### src/rtl/instr_fetch_if.sv
// Bus bundle between the fetch unit, instruction memory and the decoder.
//   imem_req/imem_addr   fetch -> memory, request held until imem_ack
//   imem_ack/imem_rdata  memory -> fetch, single-cycle response strobe
//   instr_valid/data/pc  fetch -> decoder, queue head
//   instr_ready          decoder -> fetch, head accepted when valid & ready
// master = fetch unit side, slave = memory/decoder side.
interface instr_fetch_if #(
  parameter int unsigned ADDR_W = 32,
  parameter int unsigned DATA_W = 32
);
  logic              imem_req;
  logic [ADDR_W-1:0] imem_addr;
  logic              imem_ack;
  logic [DATA_W-1:0] imem_rdata;
  logic              instr_valid;
  logic [DATA_W-1:0] instr_data;
  logic [ADDR_W-1:0] instr_pc;
  logic              instr_ready;

  modport master (
    output imem_req, imem_addr, instr_valid, instr_data, instr_pc,
    input  imem_ack, imem_rdata, instr_ready
  );

  modport slave (
    input  imem_req, imem_addr, instr_valid, instr_data, instr_pc,
    output imem_ack, imem_rdata, instr_ready
  );
endinterface

### src/rtl/instr_fetch.sv
// Instruction fetch unit: takes the PC, fetches one word at a time from
// instruction memory over a req/ack handshake, buffers it in a 2-entry
// queue for the decoder and stalls the PC until a fetched word is accepted.
// Ports:
//   clk, rst        clock, asynchronous active-high reset
//   instr_address   current PC
//   flush           redirect; PC loads a new address on this edge
//   fetch_halt      PC stall (0 = PC increments this edge), combinational
//   bus             memory and decoder signals (instr_fetch_if.master)
module instr_fetch #(
  parameter int unsigned ADDR_W = 32,
  parameter int unsigned DATA_W = 32
) (
  input  logic              clk,
  input  logic              rst,
  input  logic [ADDR_W-1:0] instr_address,
  input  logic              flush,
  output logic              fetch_halt,
  instr_fetch_if.master     bus
);

  localparam int unsigned CNT_W = 2;
  localparam logic [CNT_W-1:0] QUEUE_DEPTH = CNT_W'(2);

  localparam logic [1:0] ST_IDLE  = 2'd0;
  localparam logic [1:0] ST_REQ   = 2'd1;
  localparam logic [1:0] ST_DRAIN = 2'd2;

  logic [1:0]        state_q, state_d;
  logic              req_q, req_d;
  logic [ADDR_W-1:0] addr_q, addr_d;
  logic [CNT_W-1:0]  count_q, count_d;
  logic              valid_q, valid_d;
  logic [DATA_W-1:0] head_data_q, head_data_d;
  logic [ADDR_W-1:0] head_pc_q, head_pc_d;
  logic [DATA_W-1:0] tail_data_q, tail_data_d;
  logic [ADDR_W-1:0] tail_pc_q, tail_pc_d;
  logic              push;
  logic              pop;

  // Request FSM: one outstanding request, never abandoned once issued.
  always_comb begin
    state_d    = state_q;
    req_d      = req_q;
    addr_d     = addr_q;
    push       = 1'b0;
    fetch_halt = 1'b1;
    case (state_q)
      ST_IDLE: begin
        if (!flush && (count_q < QUEUE_DEPTH)) begin
          addr_d  = instr_address;
          req_d   = 1'b1;
          state_d = ST_REQ;
        end
      end
      ST_REQ: begin
        if (bus.imem_ack) begin
          req_d   = 1'b0;
          state_d = ST_IDLE;
          if (!flush) begin
            push       = 1'b1;
            fetch_halt = 1'b0;
          end
        end else if (flush) begin
          // Redirect mid-request: wait out the ack, then drop the word.
          state_d = ST_DRAIN;
        end
      end
      ST_DRAIN: begin
        if (bus.imem_ack) begin
          req_d   = 1'b0;
          state_d = ST_IDLE;
        end
      end
      default: begin
        req_d   = 1'b0;
        state_d = ST_IDLE;
      end
    endcase
  end

  assign pop = valid_q & bus.instr_ready;

  // Two-entry queue held as head + tail registers; flush wins over push/pop.
  always_comb begin
    count_d     = count_q;
    head_data_d = head_data_q;
    head_pc_d   = head_pc_q;
    tail_data_d = tail_data_q;
    tail_pc_d   = tail_pc_q;
    if (flush) begin
      count_d = '0;
    end else begin
      case ({push, pop})
        2'b10: begin
          count_d = count_q + CNT_W'(1);
          if (count_q == '0) begin
            head_data_d = bus.imem_rdata;
            head_pc_d   = addr_q;
          end else begin
            tail_data_d = bus.imem_rdata;
            tail_pc_d   = addr_q;
          end
        end
        2'b01: begin
          count_d     = count_q - CNT_W'(1);
          head_data_d = tail_data_q;
          head_pc_d   = tail_pc_q;
        end
        2'b11: begin
          // Only reachable at count 1: the new word becomes the head.
          head_data_d = bus.imem_rdata;
          head_pc_d   = addr_q;
        end
        default: ;
      endcase
    end
    valid_d = (count_d != '0);
  end

  always_ff @(posedge clk or posedge rst) begin
    if (rst) begin
      state_q     <= ST_IDLE;
      req_q       <= 1'b0;
      addr_q      <= '0;
      count_q     <= '0;
      valid_q     <= 1'b0;
      head_data_q <= '0;
      head_pc_q   <= '0;
      tail_data_q <= '0;
      tail_pc_q   <= '0;
    end else begin
      state_q     <= state_d;
      req_q       <= req_d;
      addr_q      <= addr_d;
      count_q     <= count_d;
      valid_q     <= valid_d;
      head_data_q <= head_data_d;
      head_pc_q   <= head_pc_d;
      tail_data_q <= tail_data_d;
      tail_pc_q   <= tail_pc_d;
    end
  end

  assign bus.imem_req    = req_q;
  assign bus.imem_addr   = addr_q;
  assign bus.instr_valid = valid_q;
  assign bus.instr_data  = head_data_q;
  assign bus.instr_pc    = head_pc_q;

endmodule

### src/flat_wrapper.sv
// flat-port wrapper written by rule: the top's interface ports become plain ports
module instr_fetch_flat 
#(
  parameter int unsigned ADDR_W = 32,
  parameter int unsigned DATA_W = 32
)
  (clk, rst, instr_address, flush, fetch_halt, bus_imem_req, bus_imem_addr, bus_instr_valid, bus_instr_data, bus_instr_pc, bus_imem_ack, bus_imem_rdata, bus_instr_ready);
  instr_fetch_if #(.ADDR_W(ADDR_W), .DATA_W(DATA_W)) bus_i ();
  input  logic clk;
  input  logic rst;
  input  logic [ADDR_W-1:0] instr_address;
  input  logic flush;
  output logic fetch_halt;
  output wire logic [$bits(bus_i.imem_req)-1:0] bus_imem_req;
  output wire logic [$bits(bus_i.imem_addr)-1:0] bus_imem_addr;
  output wire logic [$bits(bus_i.instr_valid)-1:0] bus_instr_valid;
  output wire logic [$bits(bus_i.instr_data)-1:0] bus_instr_data;
  output wire logic [$bits(bus_i.instr_pc)-1:0] bus_instr_pc;
  input wire logic [$bits(bus_i.imem_ack)-1:0] bus_imem_ack;
  input wire logic [$bits(bus_i.imem_rdata)-1:0] bus_imem_rdata;
  input wire logic [$bits(bus_i.instr_ready)-1:0] bus_instr_ready;
  assign bus_imem_req = bus_i.imem_req;
  assign bus_imem_addr = bus_i.imem_addr;
  assign bus_instr_valid = bus_i.instr_valid;
  assign bus_instr_data = bus_i.instr_data;
  assign bus_instr_pc = bus_i.instr_pc;
  assign bus_i.imem_ack = bus_imem_ack;
  assign bus_i.imem_rdata = bus_imem_rdata;
  assign bus_i.instr_ready = bus_instr_ready;
  instr_fetch #(.ADDR_W(ADDR_W), .DATA_W(DATA_W)) u_core (.clk(clk), .rst(rst), .instr_address(instr_address), .flush(flush), .fetch_halt(fetch_halt), .bus(bus_i));
endmodule
### config.mk
export PLATFORM = sky130hd
export DESIGN_NAME = instr_fetch_flat
export DESIGN_NICKNAME = d
export VERILOG_FILES = /design/src/rtl/instr_fetch_if.sv /design/src/rtl/instr_fetch.sv /design/src/flat_wrapper.sv
export SDC_FILE = /design/constraint.sdc
export NUM_CORES = 1
export LEC_CHECK = 0
export BUFFER_PORTS_ARGS = -buffer_cell sky130_fd_sc_hd__buf_2
export CORE_MARGIN = 4
export CORE_UTILIZATION = 56
export CTS_BUF_LIST = sky130_fd_sc_hd__clkbuf_4 sky130_fd_sc_hd__clkbuf_8 sky130_fd_sc_hd__clkbuf_16
export CTS_CLUSTER_SIZE = 28
export DETAILED_ROUTE_END_ITERATION = 16
export HOLD_SLACK_MARGIN = 0.05
export PLACE_DENSITY = 0.82
export SETUP_SLACK_MARGIN = 0.15
export SKIP_LAST_GASP = 1
export SYNTH_ARGS = -nofsm -noshare
export SYNTH_HDL_FRONTEND = slang
export SYNTH_SLANG_ARGS = --single-unit
### constraint.sdc
create_clock -name clk -period 8.3 [get_ports clk]
set_input_delay 0.83 -clock clk [delete_from_list [all_inputs] [get_ports clk]]
set_output_delay 0.83 -clock clk [all_outputs]
set_load 0.02 [all_outputs]
==> results_dict.tcl <==
set metrics [dict create \
    rsz0062_at_grt "false" \
    cts_root_buf "clkbuf_16" \
    grt_max_degree 87 \
    rows 41 \
    drv_slew 0 \
    multi_input_area_um2 2950 \
    hold_path_startpoint "u_core.bus.imem_req" \
    cp_slowest_cell "nor3b_2" \
    synth_seq_cells 166 \
    portBuffers 167 \
    cts.sinks 166 \
    syn-num-nets 541 \
    fin_cells 815 \
    peakVddDrop_uv 234 \
    drive_above_1_share_pct 66.6 \
    required_ns 8.60 \
    crit_path_cell_trace "inv_1 > ha_1 > nand3b_1 > inv_1 > ha_1 > nor3b_2 > buf_4 > mux2_2" \
    htreeDepth 4 \
    grt_pass1_wl_um 23300 \
    drc_errors 0 \
    die_w_um 123 \
    dp.cells 783 \
    finalInstanceArea_um2 8820 \
    p_switching_mw 1.21 \
    synth_largest_area_cell "dfrtp_1" \
    postCtsResizedCells 0 \
    yosysWarnings 0 \
    cts_tree "yes" \
    path_class "flop to flop" \
    place_area_um2 8220 \
    synthTopCellsByArea "dfrtp_1 57%, mux2_2 30%, mux2_4 4.1%, buf_6 2.5%, mux2_1 1.1%" \
    fin_skew_ns 0.00855 \
    synth_top_area_share_pct 56.6 \
    rr_worst_depth 8 \
    core_area_um2 12700 \
    worstMarginPinSlew_ns 0.992 \
    clk_pin_slew_worst_paths_ns 0.06 \
    wl_um 14500 \
    dieArea_um2 15000 \
    worstHoldPathCells 1 \
    synthCells 466 \
    finalPower_mw 3.50 \
    power_frac_seq_pct 40.3 \
    ant_nets 0 \
    vias 4347 \
    via_per_inst 5.33 \
    timing.rr.start "u_core.state_q[1]" \
    tns_ns 0 \
    hold_path.class "flop to flop" \
    firstDrtPassIters 4 \
    grt_pass1_vias 4633 \
    wl_per_cell_um 17.8 \
    pin_count 168 \
    p_leak_nw 4.27 \
    status "finished clean" \
    yosysSeqAreaShare_pct 56.6 \
    crit_arrival_ns 3.54 \
    grt_overflow 0 \
    cap_violations 0 \
    fin_crit_sh_pct 39.0 \
    area_growth_pct 20.1 \
    p_int_mw 2.29 \
    diodes 0 \
    yosysUniqueCellTypes 34 \
    initial_core_util_pct 57.7 \
    seq_area_um2 4150 \
    maxSlewHeadroom_pct 33.9 \
    clock_latency_ns 0.42 \
    hold_viol_final 0 \
    synth_area_per_cell_um2 15.8 \
    cts_buffers 17 \
    path_buf_inv 3 \
    p_sw_share_pct 34.7 \
    path_delay_family "buffers and inverters" \
    syn_area_um2 7340 \
    power_density_nw_per_um2 397 \
    reg2reg_slack_ns 5.06 \
    cts_setup_buffers 0 \
    clkPwrFrac_pct 22.6 \
    die_h_um 123 \
    critPathMaxStageDelay_ns 0.73 \
    antenna_found_initial 0 \
    fmaxAchievable_ghz 0.309 \
    start_kind "flop" \
    comb_power_share_pct 37.1 \
    place.gp.congestion 0.730 \
    fin_crit_ns 3.24 \
    setup.worst_path.end_class "flop" \
    clk_path_buf_depth 2 \
    cp_max_fo 53 \
    grt_usage_pct 20.1 \
    nets 705 \
    setup_viol 0 \
    cts_hold_buf 0 \
    hpwl_um 9590 \
    fillers 914 \
    hold_end "u_core.bus.imem_req" \
    regToRegEndpoint "u_core.tail_pc_q[16]" \
    drt_iter0_markers 154 \
]
==> logic make-up (layout without fill, tap and decap cells) <==
group / count (synthesis) / after routing / share of synthesized area (%)
muxes: 224 / 224 / 35.4
xor gates and xnor gates: 1 / 1 / 0.119
buffers and inverters: 33 / 210 / 3.48
AOI/OAI and AO/OA: 13 / 13 / 1.26
and+or+nand+nor: 23 / 23 / 2.20
DFF: 166 / 166 / 56.6
adders and majority gates: 6 / 6 / 1.02
==> synth_stat cells <==
| cell | n |
|---|---|
| nor2_2 | 1 |
| nor2_4 | 1 |
| o21a_1 | 1 |
| nor3_1 | 1 |
| or2_2 | 1 |
| and2_1 | 1 |
| buf_6 | 16 |
| or3_1 | 3 |
| mux2_4 | 20 |
| a211o_1 | 1 |
| nor4b_4 | 1 |
| ha_1 | 6 |
| a21oi_1 | 3 |
| or4b_2 | 1 |
| o211ai_1 | 1 |
| a31oi_1 | 3 |
| a21oi_4 | 1 |
| mux2_1 | 7 |
| dfrtp_1 | 166 |
| nor3b_1 | 1 |
| nor2b_1 | 3 |
| buf_2 | 3 |
| xnor2_1 | 1 |
| buf_4 | 2 |
| nand2b_1 | 2 |
| nand3_1 | 1 |
| inv_1 | 8 |
| nand3b_1 | 2 |
| nand2_1 | 2 |
| mux2_2 | 197 |
| o21ai_0 | 2 |
| o22a_1 | 1 |
| nor2_1 | 2 |
| clkbuf_1 | 4 |
==> sequential cells by signal (all words and copies together), names as in the netlist <==
register,flops
u_core.state_q,2
u_core.tail_pc_q,32
u_core.bus.instr_pc,32
u_core.bus.imem_req,1
u_core.bus.instr_data,32
u_core.count_q,2
u_core.bus.instr_valid,1
u_core.bus.imem_addr,32
u_core.tail_data_q,32
==> worst reg2reg max path, cell delays in order, from the launching register on <==
cell      delay [ns]
dfrtp_1         0.40
inv_1           0.13
ha_1            0.24
nand3b_1        0.17
inv_1           0.09
ha_1            0.19
nor3b_2         0.74
buf_4           0.71
mux2_2          0.48
==> cells in the final DEF, fill, tap and decap left out, types with 2 or more instances in the layout <==
| cell | synthesis | layout |
|---|---|---|
| mux2_2 | 197 | 197 |
| buf_2 | 3 | 167 |
| dfrtp_1 | 166 | 166 |
| mux2_4 | 20 | 20 |
| clkbuf_16 | 0 | 17 |
| inv_1 | 8 | 7 |
| mux2_1 | 7 | 7 |
| ha_1 | 6 | 5 |
| clkbuf_8 | 0 | 4 |
| a21oi_1 | 3 | 3 |
| nor2b_1 | 3 | 3 |
| or3_1 | 3 | 3 |
| a31oi_1 | 3 | 3 |
| clkinv_4 | 0 | 3 |
| buf_4 | 2 | 3 |
| nor2_1 | 2 | 2 |
| nand2b_1 | 2 | 2 |
| o21ai_0 | 2 | 2 |
| nand2_1 | 2 | 2 |
| nand3b_1 | 2 | 2 |
| inv_6 | 0 | 2 |
| clkinvlp_4 | 0 | 2 |
| clkinv_2 | 0 | 2 |
| bufinv_16 | 0 | 2 |
==> power groups by stage <==
stage          Clock (mW)  Combinational (mW)  Sequential [mW]
5_1_grt             0.843                1.40             1.46
3_3_place_gp            0                1.27             1.39
3_5_place_dp            0                1.31             1.42
6_report            0.791                1.30             1.41
4_1_cts             0.807                1.32             1.41
2_1_floorplan           0               0.646             1.66
==> area by class of cell <==
class / count / share of cell area [%]
clock inverters: 10 / 1.36
multi-input cells: 267 / 33.5
well taps: 172 / 2.44
repair buffers: 170 / 9.73
clock buffers: 22 / 5.53
inverters: 8 / 0.397
flip-flops and latches: 166 / 47.1
==> routing by layer <==
| layer | wire (um) | global-route usage (%) | part of all wire (%) | up-vias |
|---|---|---|---|---|
| met5 | 0 | 0 | 0 | - |
| met4 | 221 | 6.79 | 1.5 | 0 |
| met2 | 7210 | 34.0 | 50 | 131 |
| met1 | 6050 | 24.3 | 42 | 2208 |
| li1 | - | - | - | 1989 |
| met3 | 1030 | 6.68 | 7.1 | 19 |
==> through the flow <==
| stage | worst slack, ns | util, % | hold WS, ns |
|---|---|---|---|
| 6_report | 5.06 | 69.4 | 0.481 |
| 5_1_grt | 4.77 | 69.4 | 0.512 |
| 4_1_cts | 5.02 | 69.4 | 0.490 |
| 3_5_place_dp | 4.69 | 64.6 | 0.477 |
| 3_3_place_gp | 4.80 | 64.6 | 0.469 |
| 2_1_floorplan | 2.98 | - | 0.475 |
==> worst max path at each step <==
stage,from,endpoint,slack (ns),cells after the start
3_5_place_dp,flush,u_core.tail_pc_q[16],4.69,7
2_1_floorplan,rst,u_core.bus.imem_addr[0],2.98,1
4_1_cts,u_core.state_q[1],u_core.tail_pc_q[4],5.02,8
6_report,u_core.state_q[1],u_core.tail_pc_q[16],5.06,8
5_1_grt,u_core.state_q[1],u_core.tail_pc_q[4],4.77,8
3_3_place_gp,flush,u_core.tail_pc_q[9],4.80,7
Note: power is estimated with default switching activity, not from simulation.
